==> config.mk <==
export PLATFORM = sky130hd
export DESIGN_NAME = spc_smp_io
export DESIGN_NICKNAME = d
export VERILOG_FILES = /design/src/rtl/spc_smp_io.sv
export SDC_FILE = /design/constraint.sdc
export NUM_CORES = 1
export LEC_CHECK = 0
export ABC_CLOCK_PERIOD_IN_PS = 2950
export BUFFER_PORTS_ARGS = -buffer_cell sky130_fd_sc_hd__clkbuf_2
export CELL_PAD_IN_SITES_DETAIL_PLACEMENT = 1
export CELL_PAD_IN_SITES_GLOBAL_PLACEMENT = 1
export CORE_ASPECT_RATIO = 1.25
export CORE_MARGIN = 2
export CORE_UTILIZATION = 45
export DETAILED_ROUTE_END_ITERATION = 16
export GPL_ROUTABILITY_DRIVEN = 0
export GPL_TIMING_DRIVEN = 0
export PLACE_DENSITY = 0.89
export SETUP_SLACK_MARGIN = 0.05
export SYNTH_ARGS = -nofsm -noshare
export SYNTH_HDL_FRONTEND = slang
export SYNTH_SLANG_ARGS = --single-unit
export TNS_END_PERCENT = 10
==> constraint.sdc <==
create_clock -name CLK -period 2.95 [get_ports CLK]
set_input_delay 0.59 -clock CLK [delete_from_list [all_inputs] [get_ports CLK]]
set_output_delay 0.59 -clock CLK [all_outputs]
set_load 0.01 [all_outputs]
==> src/rtl/spc_smp_io.sv <==
// spc_smp_io: SPC700 I/O register block at $00F0-$00FF.
//   Core side : CLK, RST (sync, active-high), CE (cycle enable), A, DI, WE_N
//               -> DO (combinational read data), SEL (address in $00Fx).
//   DSP side  : DSP_ADDR ($F2[6:0]), DSP_WE (one-CLK write pulse),
//               DSP_DI (registered $F3 write data), DSP_DO (read data).
//   IPL_EN    : $F1[7], IPL ROM overlay enable.
//   Main CPU  : CPU_ADDR/CPU_WR/CPU_DI write the in-latches,
//               CPU_DO returns out-latch[CPU_ADDR].
//   Timers    : 0/1 on the SLOW_DIV prescaler, 2 on the FAST_DIV prescaler.
module spc_smp_io #(
  parameter int unsigned SLOW_DIV = 128,
  parameter int unsigned FAST_DIV = 16
) (
  input  logic        CLK,
  input  logic        RST,
  input  logic        CE,
  input  logic [15:0] A,
  input  logic [7:0]  DI,
  input  logic        WE_N,
  output logic [7:0]  DO,
  output logic        SEL,
  output logic [6:0]  DSP_ADDR,
  output logic        DSP_WE,
  output logic [7:0]  DSP_DI,
  input  logic [7:0]  DSP_DO,
  output logic        IPL_EN,
  input  logic [1:0]  CPU_ADDR,
  input  logic        CPU_WR,
  input  logic [7:0]  CPU_DI,
  output logic [7:0]  CPU_DO
);

  localparam int unsigned SW = (SLOW_DIV > 1) ? $clog2(SLOW_DIV) : 1;
  localparam int unsigned FW = (FAST_DIV > 1) ? $clog2(FAST_DIV) : 1;
  localparam logic [SW-1:0] SLOW_LAST = SW'(SLOW_DIV - 1);
  localparam logic [FW-1:0] FAST_LAST = FW'(FAST_DIV - 1);

  logic [SW-1:0]      slow_q, slow_d;
  logic [FW-1:0]      fast_q, fast_d;
  logic               ipl_q, ipl_d;
  logic [2:0]         en_q, en_d;
  logic [7:0]         f2_q, f2_d;
  logic [7:0]         f8_q, f8_d;
  logic [7:0]         f9_q, f9_d;
  logic [3:0][7:0]    out_q, out_d;
  logic [3:0][7:0]    in_q, in_d;
  logic [2:0][7:0]    tgt_q, tgt_d;
  logic [2:0][7:0]    stage_q, stage_d;
  logic [2:0][3:0]    cnt_q, cnt_d;
  logic               dsp_we_q, dsp_we_d;
  logic [7:0]         dsp_di_q, dsp_di_d;

  logic               wr, rd;
  logic [3:0]         reg_a;
  logic               tick01, tick2;
  logic [2:0]         tick;
  logic [2:0]         inc;
  logic [2:0]         rd_clr;
  logic               unused_di;

  assign unused_di = ^{DI[6], DI[3]};

  assign SEL      = (A[15:4] == 12'h00F);
  assign reg_a    = A[3:0];
  assign wr       = CE & ~WE_N & SEL;
  assign rd       = CE & WE_N & SEL;

  assign DSP_ADDR = f2_q[6:0];
  assign DSP_WE   = dsp_we_q;
  assign DSP_DI   = dsp_di_q;
  assign IPL_EN   = ipl_q;
  assign CPU_DO   = out_q[CPU_ADDR];

  always_comb begin
    DO = '0;
    case (reg_a)
      4'h2:                      DO = f2_q;
      4'h3:                      DO = DSP_DO;
      4'h4, 4'h5, 4'h6, 4'h7:    DO = in_q[reg_a[1:0]];
      4'h8:                      DO = f8_q;
      4'h9:                      DO = f9_q;
      4'hD:                      DO = {4'b0, cnt_q[0]};
      4'hE:                      DO = {4'b0, cnt_q[1]};
      4'hF:                      DO = {4'b0, cnt_q[2]};
      default:                   DO = '0;
    endcase
  end

  always_comb begin
    tick01  = CE && (slow_q == SLOW_LAST);
    tick2   = CE && (fast_q == FAST_LAST);
    tick    = {tick2, tick01, tick01};
    rd_clr  = {rd && (reg_a == 4'hF), rd && (reg_a == 4'hE), rd && (reg_a == 4'hD)};

    slow_d   = slow_q;
    fast_d   = fast_q;
    ipl_d    = ipl_q;
    en_d     = en_q;
    f2_d     = f2_q;
    f8_d     = f8_q;
    f9_d     = f9_q;
    out_d    = out_q;
    in_d     = in_q;
    tgt_d    = tgt_q;
    stage_d  = stage_q;
    cnt_d    = cnt_q;
    dsp_we_d = 1'b0;
    dsp_di_d = dsp_di_q;
    inc      = '0;

    if (CE) begin
      slow_d = tick01 ? '0 : slow_q + 1'b1;
      fast_d = tick2  ? '0 : fast_q + 1'b1;
    end

    // Target 0 falls out of the 8-bit compare as a 256-tick period.
    for (int unsigned n = 0; n < 3; n++) begin
      if (en_q[n] && tick[n]) begin
        if (stage_q[n] + 8'd1 == tgt_q[n]) begin
          stage_d[n] = '0;
          inc[n]     = 1'b1;
        end else begin
          stage_d[n] = stage_q[n] + 8'd1;
        end
      end
      // Read-clear first, then the increment, so a coincident tick leaves 1.
      cnt_d[n] = (rd_clr[n] ? 4'd0 : cnt_q[n]) + {3'b0, inc[n]};
    end

    if (wr) begin
      case (reg_a)
        4'h1: begin
          en_d  = DI[2:0];
          ipl_d = DI[7];
          for (int unsigned n = 0; n < 3; n++) begin
            if (DI[n] && !en_q[n]) begin
              stage_d[n] = '0;
              cnt_d[n]   = '0;
            end
          end
          if (DI[4]) begin
            in_d[0] = '0;
            in_d[1] = '0;
          end
          if (DI[5]) begin
            in_d[2] = '0;
            in_d[3] = '0;
          end
        end
        4'h2: f2_d = DI;
        4'h3: begin
          dsp_di_d = DI;
          dsp_we_d = ~f2_q[7];
        end
        4'h4, 4'h5, 4'h6, 4'h7: out_d[reg_a[1:0]] = DI;
        4'h8: f8_d = DI;
        4'h9: f9_d = DI;
        4'hA: tgt_d[0] = DI;
        4'hB: tgt_d[1] = DI;
        4'hC: tgt_d[2] = DI;
        default: ;
      endcase
    end

    // Main-CPU write is not gated by CE and overrides the $F1 clear strobes.
    if (CPU_WR) begin
      in_d[CPU_ADDR] = CPU_DI;
    end
  end

  always_ff @(posedge CLK) begin
    if (RST) begin
      slow_q   <= '0;
      fast_q   <= '0;
      ipl_q    <= 1'b1;
      en_q     <= '0;
      f2_q     <= '0;
      f8_q     <= '0;
      f9_q     <= '0;
      out_q    <= '0;
      in_q     <= '0;
      tgt_q    <= '0;
      stage_q  <= '0;
      cnt_q    <= '0;
      dsp_we_q <= 1'b0;
      dsp_di_q <= '0;
    end else begin
      slow_q   <= slow_d;
      fast_q   <= fast_d;
      ipl_q    <= ipl_d;
      en_q     <= en_d;
      f2_q     <= f2_d;
      f8_q     <= f8_d;
      f9_q     <= f9_d;
      out_q    <= out_d;
      in_q     <= in_d;
      tgt_q    <= tgt_d;
      stage_q  <= stage_d;
      cnt_q    <= cnt_d;
      dsp_we_q <= dsp_we_d;
      dsp_di_q <= dsp_di_d;
    end
  end

endmodule

# == Word level (Yosys, flattened, before mapping) ==
# Index checks and enable logic that the tools add are counted.
# classes
add_sub_neg,8
order_cmp,4
eq_ne,21
n_mux,43
n_bitwise,8
n_reduce_logical,27
# ops
operator,n
two-way mux 8 bit,13
two-way mux 32 bit,3
bitwise mux 32 bit,2
case mux 8 bit (8 select lines),1
two-way mux 24 bit,2
"equality test 4 bit, second input constant",9
binary-select mux 8 bit (select 2 bit),2
demux 8 bit (select 2 bit),2
two-way mux 16 bit,2
two-way mux 4 bit,7
"adder 8 x 1 -> 8 bit, second input constant",3
equality test 8 bit,3
two-way mux 12 bit,2
AND reduction 2 bit,9
"equality test 4 x 3 -> 1 bit, second input constant",4
logical AND 1 bit,13
adder 4 x 1 -> 4 bit,3
"equality test 12 x 4 -> 1 bit, second input constant",1
"equality test 4 x 2 -> 1 bit, second input constant",2
"adder 7 x 1 -> 7 bit, second input constant",1
"equality test 7 bit, second input constant",1
two-way mux 7 bit,1
"less-than comparator 2 x 3 -> 1 bit, second input constant",2
two-way mux 1 bit,6
other kinds (8),17
# word_totals
register_bits,172
in_bits,47
out_inout_bits,34
elab_cells,137

# == Longest topological paths before layout ==
# Gate-level depths: netlist (run 1).
# logic_depth
word_depth,8
ltp_mapped,11
depth_no_buf,10

# == Worst setup path before layout (run 1) ==
# No wires, ideal clock.
# synth_timing
kind,register -> register
start,reg stage_q[16] in the netlist's numbering
end,reg cnt_q[11] in the netlist's numbering
setup_time_ns,0.116
arrival_ns,2.428
required_ns,2.834
setup_slack_ns,0.407
stages_incl_launch_ff,11
n_path_buf,0
synth_period_minus_slack_ns,2.543
cell_sequence,dfxtp_1 -> ha_1 -> and3_1 -> nand3_1 -> xnor2_1 -> or3b_1 -> a2111oi_0 -> ha_1 -> nand3_1 -> xnor2_1 -> and3_1
# synth_via
elab_chain_cells,8
# synth_lines
element,line_no,rtl
start: declaration,48,"logic [2:0][7:0] stage_q, stage_d;"
start signal: assignment,198,stage_q <= stage_d;
adder 8 x 1 -> 8 bit *,119,if (stage_q[n] + 8'd1 == tgt_q[n]) begin
equality test 8 bit *,119,
two-way mux 1 bit *,119,
two-way mux 1 bit *,118,if (en_q[n] && tick[n]) begin
adder 4 x 1 -> 4 bit *,127,"cnt_d[n] = (rd_clr[n] ? 4'd0 : cnt_q[n]) + {3'b0, inc[n]};"
two-way mux 4 bit,136,if (DI[n] && !en_q[n]) begin
two-way mux 12 bit,131,case (reg_a)
two-way mux 12 bit *,130,if (wr) begin
end signal: assignment,199,cnt_q <= cnt_d;
end: declaration,49,"logic [2:0][3:0] cnt_q, cnt_d;"
# Every way passes the cells marked *; elsewhere a longest branch is shown, timed or not.
# A chain may end at the register's enable or synchronous reset.

# == Worst setup path in the final report (run 1) ==
# layout_timing
start,in A[1]
end,out DO[0]
# layout_via
elab_chain_cells,3
elab_cells_between_ends,15
cone_classes,eq/ne (11); mux (3); reduce/logical (1)
# layout_lines
element,line_no,rtl
start: declaration,17,"input logic [15:0] A,"
equality test 4 x 3 -> 1 bit or binary-select mux 8 bit (select 2 bit) (tied branches),"76, 79",
OR reduction 4 bit or two-way mux 8 bit (tied branches),"76, 79",
case mux 8 bit (8 select lines) *,76,case (reg_a)
end: declaration,20,"output logic [7:0] DO,"
# Every way passes the cells marked *; elsewhere a longest branch is shown, timed or not. The select of a mux whose other input is x is not followed.

==> qor.yml, run 1 <==
outcome:
  run_status: "complete, but fails checks"
  violations: "negative setup slack"
setup_path:
  reg2reg_from: "stage_q[17]"
  crit_top_cell: "clkbuf_2"
  critical_path.slowest_cell: "clkbuf_2"
  reg2reg_to: "cnt_q[11]"
  worst-path-buf-inv: 4
  startpoint_type: "primary input"
  crit_family: "buffers and inverters"
  worst_setup_path_end_kind: "primary output"
  path_class: "in -> out"
  worstPathMaxFanout: 10
  crit_arrival_ns: 2.36
  slowest_delay_ns: 0.40
  ff2ff_path_depth: 10
  worstPathRequired_ns: 2.36
  path_depth: 8
  reg2reg_setup_slack_ns: 0.17
  crit_path_cell_trace: "clkbuf_1 > clkbuf_2 > clkbuf_2 > nand3_1 > a21oi_1 > a21oi_1 > o211ai_1 > clkbuf_2"
sta:
  finClkSkew_ns: 0.01319
  worst_pin_slew_ns: 1.366
  fin_crit_sh_pct: 100.0
  fin_crit_ns: 2.950
  setup_tns_ns: -0.00006817
  final_max_slew_viol_count: 0
  hold_viol: 0
  setup_viol: 1
  max_slew_margin_pct: 8.751
  timing.hold.ws_ns: 0.4180
  rsz0062_at_grt: "yes"
  setup_slack_ns: -0.00006817
  max_freq_mhz: 339.0
routing:
  wl_um: 27240
  drt-initial-drc-count: 612
  drc: 0
  vias: 7671
  wl_per_cell_um: 21.28
  ant_nets: 0
  via_per_inst: 5.993
  first_pass_iters: 5
synth:
  yosysTopAreaCell: "dfxtp_1"
  synthDominantCellAreaShare_pct: 41.89
  synth_area_leaders: "dfxtp_1 (42%), nand2_1 (8.7%), a21oi_1 (5.1%)"
  ys_seq_elements: 172
  synth_compound_area_share_pct: 15.06
  synth.area.mux_share_pct: 7.322
  synthCells: 938
  synthAdderAreaFrac_pct: 1.675
  synth_area_um2: 8219
  async_flop_share_pct: 0
  yosys.cell_count.top_type: "nand2_1"
  yosys-top-cells-count: "nand2_1 (191), dfxtp_1 (172), a21oi_1 (84)"
  ys.warnings.count: 0
  syn_area_per_cell_um2: 8.762
  synth.distinct_cells: 65
  synth_top_family_by_area: "simple AND/OR/NAND/NOR gates"
  yosys.area_share.xor_xnor_pct: 6.074
  synth_edf_count: 0
  synth_flop_cell: "dfxtp_1"
  ys_seq_area_share_pct: 41.89
  syn_nets: 996
  synth-simple-area-share_pct: 24.48
clock_tree:
  clk_latency_ns: 0.45
  root_buffer: "clkbuf_16"
  ctsLongestPathBuffers: 2
  cts_tree: "yes"
  clk_pin_slew_ns: 0.08
  htreeDepth: 4
  clock-sinks: 172
  cts_made_buffers: 17
pwr:
  ir_drop_mv: 0.4008
  p_leak_nw: 3.543
  p_per_area_nw_per_um2: 515.3
  power.total_mw: 4.917
hold_path:
  min_from: "DI[7]"
  holdPathEnd: "DSP_DI[7]"
  worstHoldPathCells: 3
  worstHoldPathType: "in -> reg"
global_route:
  grt_max_degree: 17
  grt_util_all_layers_pct: 28.13
  grt-ovfl-total: 0
  grt_pass1_wl_um: 42970
  grt_pass1_vias: 8009
  antenna_found_initial: 0
die:
  io_pins: 81
  die-area_um2: 19370
  dieHeight_um: 155.1
  die_x_um: 124.9
  rows: 55
  initial_core_util_pct: 45.59
  core-area_um2: 18030
finish:
  drive_gt1_share_pct: 17.70
  ff_latch_area_um2: 3445
  fin_nets: 1096
  fillCellCount: 2169
  area_growth_pct: 16.11
  stdcell_count: 1280
  multi_input_area_um2: 4522
job:
  maxCapViolations: 0
placed_design:
  dpl.hpwl_um: 18690
  portBuffers: 77
  numPlacedInstances: 1243
  pre_cts_ws_ns: -0.3706
[state kept, by name, summed over array words and instances (netlist names)]
register  flops
f8_q          8
slow_q        7
en_q          3
out_q        32
stage_q      24
f9_q          8
DSP_WE        1
DSP_DI        8
fast_q        4
cnt_q        12
f2_q          8
tgt_q        24
IPL_EN        1
in_q         32
[repair_timing]
action | in CTS | in global routing
hold buffers | 0 | 0
setup buffers | 0 | 4
gates cloned | 0 | 0
endpoints found under the setup margin | 16 | 17
resized for setup | 8 | 10
pin swaps | 0 | 1
hold endpoints to repair | 0 | 0
[layer usage]
layer,global-route usage (%),vias up,part of all wire [%]
met5,0,-,0
met4,13.12,0,3.8
met3,5.055,73,4.9
met2,49.44,268,51
met1,33.46,3830,41
li1,-,3500,-
[layout make-up]
type,instances,area share [%]
Tap cell,228,2.989
Buffer,57,2.753
Antenna cell,1,0.02622
Clock buffer,20,4.681
Multi-Input combinational cell,700,47.38
Timing Repair Buffer,81,4.353
Clock inverter,12,1.364
Inverter,9,0.3540
Sequential cell,172,36.10
[logic make-up after synthesis]
group,count (synthesis)
flops,172
fa+ha+maj,11
compound gates,181
xor+xnor,57
mux,40
simple gates,411
buf+inv,66
[through the flow]
stage	util, %	cell area [um^2]
2_1_floorplan	-	8219
3_3_place_gp	49.31	8890
5_1_grt	52.91	9540
6_report	52.93	9543
3_5_place_dp	49.31	8890
4_1_cts	52.65	9493
[cell usage in the layout, fill, tap and decap left out, types with 4 or more instances in the layout]
cell type / n
nand2_1: 190
dfxtp_1: 171
a21oi_1: 84
clkbuf_2: 82
nor2_1: 56
xnor2_1: 35
nand3_1: 35
clkbuf_1: 33
a22o_1: 33
mux2i_1: 23
xor2_1: 22
nor3_1: 22
o21ai_0: 18
clkbuf_16: 17
mux4_2: 16
nor2b_1: 15
buf_4: 12
and2_1: 12
and3_1: 12
buf_2: 10
ha_1: 10
and4_1: 9
inv_1: 9
nand2b_1: 8
nor3b_1: 7
nand4_1: 6
nor3_2: 6
a221oi_1: 5
a32o_1: 5
a22oi_1: 4
a31oi_1: 4
or2_2: 4
or3_1: 4
a211oi_2: 4
[report_power, final]
part	leakage [nW]	internal [mW]	switching, mW
Combinational	1.88	0.0925	0.211
Sequential	1.39	2.34	0.0134
Clock	0.274	1.21	1.05
Total	3.54	3.64	1.27
[worst register-to-register path: stages (launching register included)]
cell and delay (ns):
dfxtp_1 0.41, ha_2 0.27, and3_1 0.23, nand3_1 0.11, xnor2_1 0.21, or3b_1 0.43, a2111oi_2 0.36, ha_1 0.24
nand3_1 0.12, xnor2_1 0.14, and3_1 0.17
[worst max path at each step]
| stage | slack [ns] | startpoint | to |
|---|---|---|---|
| floorplan | 0.41 | stage_q[16] | cnt_q[11] |
| global placement | -0.29 | CE | cnt_q[6] |
| detailed placement | -0.37 | CE | cnt_q[6] |
| CTS | -0.01 | A[1] | DO[3] |
| global route | -0.08 | A[1] | DO[0] |
| finish | -0.00007 | A[1] | DO[0] |
Power figures use the tool's default switching activity.
==> run 2, diff against run 1 <==
- ABC_AREA: unset -> 1
- CORE_UTILIZATION: 45 -> 43
- PLACE_DENSITY: 0.89 -> 0.9
==> qor.yml, run 2 <==
outcome:
  run_status: "finished, final reports clean"
setup_path:
  worstPathRequired_ns: 2.36  # about the same
  slowest_delay_ns: 0.55  # +0.15 ns
  crit_start: "CPU_ADDR[0]"
  reg2reg_setup_slack_ns: 0.24  # +0.07 ns
  worstPathMaxFanout: 10  # unchanged
  critical_path.slowest_cell: "clkbuf_1"
  crit_path_cell_trace: "clkbuf_2 > nor2_1 > clkbuf_1 > a22oi_1 > nand2_1 > clkbuf_2"
  reg2reg_from: "slow_q[0]"
  ff2ff_path_depth: 14  # +4
  crit_arrival_ns: 2.26  # -0.10 ns
  critical_path.endpoint: "CPU_DO[2]"
  startpoint_type: "primary input"
  reg2reg_to: "cnt_q[3]"
  crit_top_cell: "clkbuf_2"
  path_class: "in -> out"
  worst_setup_path_end_kind: "primary output"
synth:
  synth_flop_cell: "dfxtp_1"
  ys_seq_area_share_pct: 40.51  # -1.4 points
  synth_area_um2: 8499  # +3.4%
  async_flop_share_pct: 0  # unchanged
  yosys-top-cells-count: "nand2_1 (435), dfxtp_1 (172), inv_1 (137)"
  synth_edf_count: 0  # unchanged
  synthCells: 1266  # +35%
  ys_seq_elements: 172  # unchanged
  synthDominantCellAreaShare_pct: 40.51  # -1.4 points
  yosysTopAreaCell: "dfxtp_1"
  syn_area_per_cell_um2: 6.714  # -23%
  synth.distinct_cells: 43  # -34%
  yosys.cell_count.top_type: "nand2_1"
  synth_area_leaders: "dfxtp_1 (41%), nand2_1 (19%), a21oi_1 (7.1%)"
  ys.warnings.count: 0  # unchanged
  syn_nets: 1324  # +33%
pwr:
  p_per_area_nw_per_um2: 507.9  # -1.4%
  ir_drop_mv: 0.3670  # -8.4%
  p_leak_nw: 4.418  # +25%
  p_int_mw: 3.736  # +2.5%
  p_sw_mw: 1.272  # about the same
  clkPwrFrac_pct: 46.3  # +0.3 points
  power.share.sequential_pct: 47.3  # -0.6 points
  p_comb_share_pct: 6.5  # +0.3 points
  swShare_pct: 25.40  # -0.48 points
sta:
  fin_crit_ns: 2.849  # -0.1015 ns
  setup_viol: 0  # -1
  hold_viol: 0  # unchanged
  finClkSkew_ns: 0.007057  # -0.006134 ns
  worst_pin_slew_ns: 0.7082  # -0.6576 ns
  fin_crit_sh_pct: 96.56  # -3.4 points
  max_slew_margin_pct: 52.61  # +44 points
  final_max_slew_viol_count: 0  # unchanged
  max_freq_mhz: 351.1  # +3.6%
  rsz0062_at_grt: "yes"
placed_design:
  portBuffers: 79  # +2.6%
  dpl.hpwl_um: 20470  # +9.5%
  placed_cell_area_um2: 9226  # +3.8%
  numPlacedInstances: 1610  # +30%
clock_tree:
  clk_latency_ns: 0.44  # about the same
  ctsHoldBuffers: 0  # unchanged
  clk_pin_slew_ns: 0.06  # -0.02 ns
  cts_made_buffers: 17  # unchanged
  ctsLongestPathBuffers: 2  # unchanged
  cts_tree: "yes"
  clock-sinks: 172  # unchanged
  htreeDepth: 4  # unchanged
  root_buffer: "clkbuf_16"
finish:
  drive_gt1_share_pct: 12.10  # -5.6 points
  multi_input_area_um2: 4278  # -5.4%
  stdcell_count: 1645  # +29%
  area_growth_pct: 16.00  # about the same
  fillCellCount: 2624  # +21%
  diodes: 0  # -1
  final_common_cell: "nand2_1"
  layout_common_cells: "nand2_1 (434), dfxtp_1 (172), inv_1 (137), a21oi_1 (120), nand3_1 (100)"
  ff_latch_area_um2: 3443  # about the same
  reg_top3: "in_q x32, out_q x32"
  fin_nets: 1425  # +30%
  design_area_um2: 9859  # +3.3%
global_route:
  grt_max_degree: 17  # unchanged
  grt-ovfl-total: 0  # unchanged
  grt_pass1_wl_um: 45520  # +5.9%
  grt_util_all_layers_pct: 27.65  # -0.48 points
  antenna_found_initial: 1  # +1
  grt_pass1_vias: 9092  # +14%
routing:
  ant_nets: 0  # unchanged
  first_pass_iters: 5  # unchanged
  via_per_inst: 5.300  # -12%
  drc: 0  # unchanged
  wl_um: 28370  # +4.2%
  vias: 8718  # +14%
  wl_per_cell_um: 17.24  # -19%
  drt-initial-drc-count: 556  # -9.2%
die:
  dieHeight_um: 161.2  # +3.9%
  io_pins: 81  # unchanged
  initial_core_util_pct: 43.81  # -1.8 points
  die-area_um2: 20910  # +8.0%
  rows: 57  # +3.6%
  die_x_um: 129.8  # +3.9%
  core-area_um2: 19400  # +7.6%
hold_path:
  worstHoldPathType: "in -> reg"
job:
  maxCapViolations: 0  # unchanged
[run 2: cell types whose count changed after synthesis, sizes merged, moves of 16 or more]
| cell | before | now |
|---|---|---|
| inv | 9 | 138 |
| nor2b | 16 | 0 |
| a22o | 33 | 4 |
| a21oi | 84 | 120 |
| xnor2 | 35 | 4 |
| nor2 | 57 | 98 |
| nand2 | 191 | 439 |
| nand3 | 38 | 100 |
| mux2i | 23 | 2 |
| a22oi | 4 | 26 |
| mux4 | 16 | 0 |
[run 2: cell families after synthesis]
group	Yosys count	synth area share [%]
buffers and inverters	188	9.274
AO/OA/AOI/OAI	194	12.73
multiplexers	2	0.2355
AND/OR/NAND/NOR	686	34.29
XOR/XNOR	13	1.340
adder cells (fa/ha/maj)	11	1.619
flip-flops	172	40.51
[run 2: metal layers]
layer	GRT usage [%]	up-vias	wire length, um
li1	-	4259	-
met1	31.12	4164	11430
met2	50.52	224	14760
met3	4.637	69	1180
met4	12.02	2	979
met5	0	-	13
[run 2: cell type report]
| cell class | instances | share of cell area [%] |
|---|---|---|
| inverter | 139 | 5.330 |
| clock inverter | 12 | 1.383 |
| sequential | 172 | 34.92 |
| tap | 265 | 3.363 |
| clock buffer | 20 | 4.632 |
| timing repair buffer | 82 | 4.239 |
| buffer | 49 | 2.741 |
| multi-input combinational | 906 | 43.39 |
[run 2: how the worst min path moves through the flow]
stage | from | end | depth (start not counted)
CTS | DI[7] | DSP_DI[7] | 3
detailed placement | out_q[11] | out_q[11] | 2
global route | DI[7] | DSP_DI[7] | 3
global placement | slow_q[6] | slow_q[6] | 2
floorplan | f2_q[7] | DSP_WE | 1
finish | DI[7] | DSP_DI[7] | 3
[run 2: power by group through the flow]
stage / clock network, mW / logic (mW) / registers, mW
after floorplan: 0 / 0.176 / 2.41
after global placement: 0 / 0.299 / 2.42
after detailed placement: 0 / 0.308 / 2.42
after CTS: 2.33 / 0.314 / 2.37
after global routing: 2.42 / 0.354 / 2.37
final: 2.32 / 0.323 / 2.37
[run 2: worst max-delay path, delay by kind of cell]
family	cells	cell delay (ns)
compound gates	1	0.22
buf+inv	3	0.81
simple gates	2	0.64
[run 2: through the flow]
step           hold WS, ns  setup TNS (ns)  utilization (%)  power (mW)  worst slack [ns]
2_1_floorplan       0.4253               0                -       2.589            0.7451
6_report            0.4227               0            50.83       5.007            0.1014
3_5_place_dp        0.4521         -0.2863            47.56       2.726           -0.1151
3_3_place_gp        0.4385         -0.2323            47.56       2.716          -0.07938
4_1_cts             0.4122               0            50.63       5.009           0.06479
5_1_grt             0.4344               0            50.83       5.145           0.02831
[run 2: timing repair]
item                                    CTS  global route
endpoints found under the setup margin    8             5
buffers inserted                          0             3
pin swaps                                 0             0
resized for setup                         1             6
==> run 3, diff against run 2 <==
- ABC_AREA: 1 -> unset
- ABC_CLOCK_PERIOD_IN_PS: 2950 -> unset
- CORE_UTILIZATION: 43 -> 47
- CTS_BUF_LIST: unset -> sky130_fd_sc_hd__clkbuf_8
- PLACE_DENSITY: 0.9 -> 0.92
==> qor.yml, run 3 (synthesized netlist as in run 1, its figures left out) <==
clock_tree:
  clock-sinks: 172  # unchanged
  ctsLongestPathBuffers: 2  # unchanged
  htreeDepth: 4  # unchanged
  cts_made_buffers: 17  # unchanged
  root_buffer: "clkbuf_8"
  clk_pin_slew_ns: 0.10  # +0.04 ns
  cts_tree: "yes"
  ctsHoldBuffers: 0  # unchanged
  clk_latency_ns: 0.51  # +0.07 ns
routing:
  first_pass_iters: 5  # unchanged
  via_per_inst: 6.097  # +15%
  wl_per_cell_um: 21.80  # +26%
  met1_length_um: 10860  # -5.0%
  met3_length_um: 1754  # +49%
  drt-initial-drc-count: 542  # -2.5%
  wl_met2_um: 13850  # -6.2%
  highest_layer: "met4"
  vias: 7774  # -11%
  drc: 0  # unchanged
  wl_um: 27790  # -2.0%
  ant_nets: 0  # unchanged
setup_path:
  path_class: "reg -> reg"
  reg2reg_setup_slack_ns: 0.09  # -0.15 ns
  worstPathRequired_ns: 3.35  # +0.99 ns
  worstPathMaxFanout: 9  # -1
  worst_setup_path_end_kind: "flip-flop"
  startpoint_type: "flip-flop"
  crit_arrival_ns: 3.25  # +0.99 ns
global_route:
  grt_pass1_wl_um: 43280  # -4.9%
  grt_pass1_vias: 8170  # -10%
  antenna_found_initial: 0  # -1
  grt_max_degree: 18  # +1
  grt_util_all_layers_pct: 30.13  # +2.5 points
  grt-ovfl-total: 0  # unchanged
finish:
  diodes: 0  # unchanged
  reg_top3: "in_q x32, out_q x32"
  final_common_cell: "nand2_1"
  fin_nets: 1096  # -23%
  layout_common_cells: "nand2_1 (190), dfxtp_1 (170), clkbuf_2 (84), a21oi_1 (84), nor2_1 (56)"
  area_growth_pct: 14.36
  final_core_util_pct: 54.34  # +3.5 points
  drive_gt1_share_pct: 18.17  # +6.1 points
pwr:
  p_comb_share_pct: 6.8  # +0.3 points
  clkPwrFrac_pct: 41.7  # -4.6 points
  p_sw_mw: 1.261  # -0.82%
  p_per_area_nw_per_um2: 485.9  # -4.3%
  power.share.sequential_pct: 51.5  # +4.2 points
  swShare_pct: 27.62  # +2.2 points
  ir_drop_mv: 0.2246  # -39%
  p_int_mw: 3.306  # -12%
  p_leak_nw: 3.490  # -21%
sta:
  timing.hold.ws_ns: 0.3970  # -0.02568 ns
  final_max_slew_viol_count: 0  # unchanged
  worst_pin_slew_ns: 1.385  # +0.6765 ns
  max_slew_margin_pct: 7.487  # -45 points
  hold_viol: 0  # unchanged
  fin_crit_ns: 2.856  # +0.007609 ns
  rsz0062_at_grt: "yes"
  setup_viol: 0  # unchanged
  max_freq_mhz: 350.1  # -0.27%
  finClkSkew_ns: 0.02036  # +0.01331 ns
  fin_crit_sh_pct: 96.82  # +0.26 points
die:
  dieHeight_um: 151.9  # -5.8%
  rows: 54  # -5.3%
  io_pins: 81  # unchanged
  die_x_um: 122.3  # -5.8%
  core-area_um2: 17300  # -11%
  initial_core_util_pct: 47.52  # +3.7 points
  die-area_um2: 18570  # -11%
outcome:
  run_status: "finished, final reports clean"
placed_design:
  portBuffers: 77  # -2.5%
  dpl.hpwl_um: 18900  # -7.7%
job:
  maxCapViolations: 0  # unchanged
hold_path:
  worstHoldPathType: "in -> reg"
## run 3: power by group through the flow
stage / sequential, mW / clock [mW] / combinational, mW
after detailed placement: 2.41 / 0 / 0.290
after CTS: 2.35 / 1.90 / 0.297
final: 2.35 / 1.90 / 0.309
after global placement: 2.40 / 0 / 0.282
after global routing: 2.36 / 1.99 / 0.322
after floorplan: 2.40 / 0 / 0.162
## run 3: worst max-delay path, stage by stage (launching register included)
cell and delay, ns:
dfxtp_1 0.41, ha_1 0.19, and3_1 0.27, and4_1 0.27
o2111ai_1 0.18, a2111oi_4 0.76, ha_1 0.31, ha_1 0.17
xor2_1 0.14, nor2_1 0.05
## run 3: stage by stage
| step | TNS, ns | cell area, um^2 | power [mW] | instances | setup WS, ns |
|---|---|---|---|---|---|
| floorplan | 0 | 8219 | 2.564 | 938 | 0.4069 |
| global route | -0.06003 | 9399 | 4.673 | 1275 | -0.02912 |
| finish | 0 | 9399 | 4.567 | 1275 | 0.09382 |
| CTS | -0.08778 | 9344 | 4.553 | 1271 | -0.02255 |
| detailed placement | -2.846 | 8885 | 2.697 | 1239 | -0.4704 |
| global placement | -1.942 | 8885 | 2.687 | 1239 | -0.3178 |
## run 3: final timing paths
kind | startpoint | endpoint | cells past startpoint
worst max-delay path | slow_q[0] | cnt_q[6] | 9
worst min-delay path | DI[3] | tgt_q[19] | 3
worst max register to register | slow_q[0] | cnt_q[6] | 9
worst min register to register | out_q[7] | out_q[7] | 2
## run 3: layout make-up
type | count | area (um^2)
plain buffers | 57 | 265.3
clock buffers | 17 | 234.0
clock inverters | 15 | 202.7
fillers | 2117 | 7898
inverters | 9 | 33.78
multi-input cells | 700 | 4522
flip-flops and latches | 172 | 3446
well taps | 224 | 280.3
repair buffers | 81 | 415.4
## run 3: repair_timing
action	in CTS	in global routing
buffers inserted	0	4
endpoints found under the setup margin	15	17
pin swaps	0	1
gates resized for setup	6	17
## run 3: metal layers
layer  vias up  track usage (%)
met2       329            51.03
met4         0            16.48
met3        96            5.330
met5         -                0
li1       3492                -
met1      3857            35.63
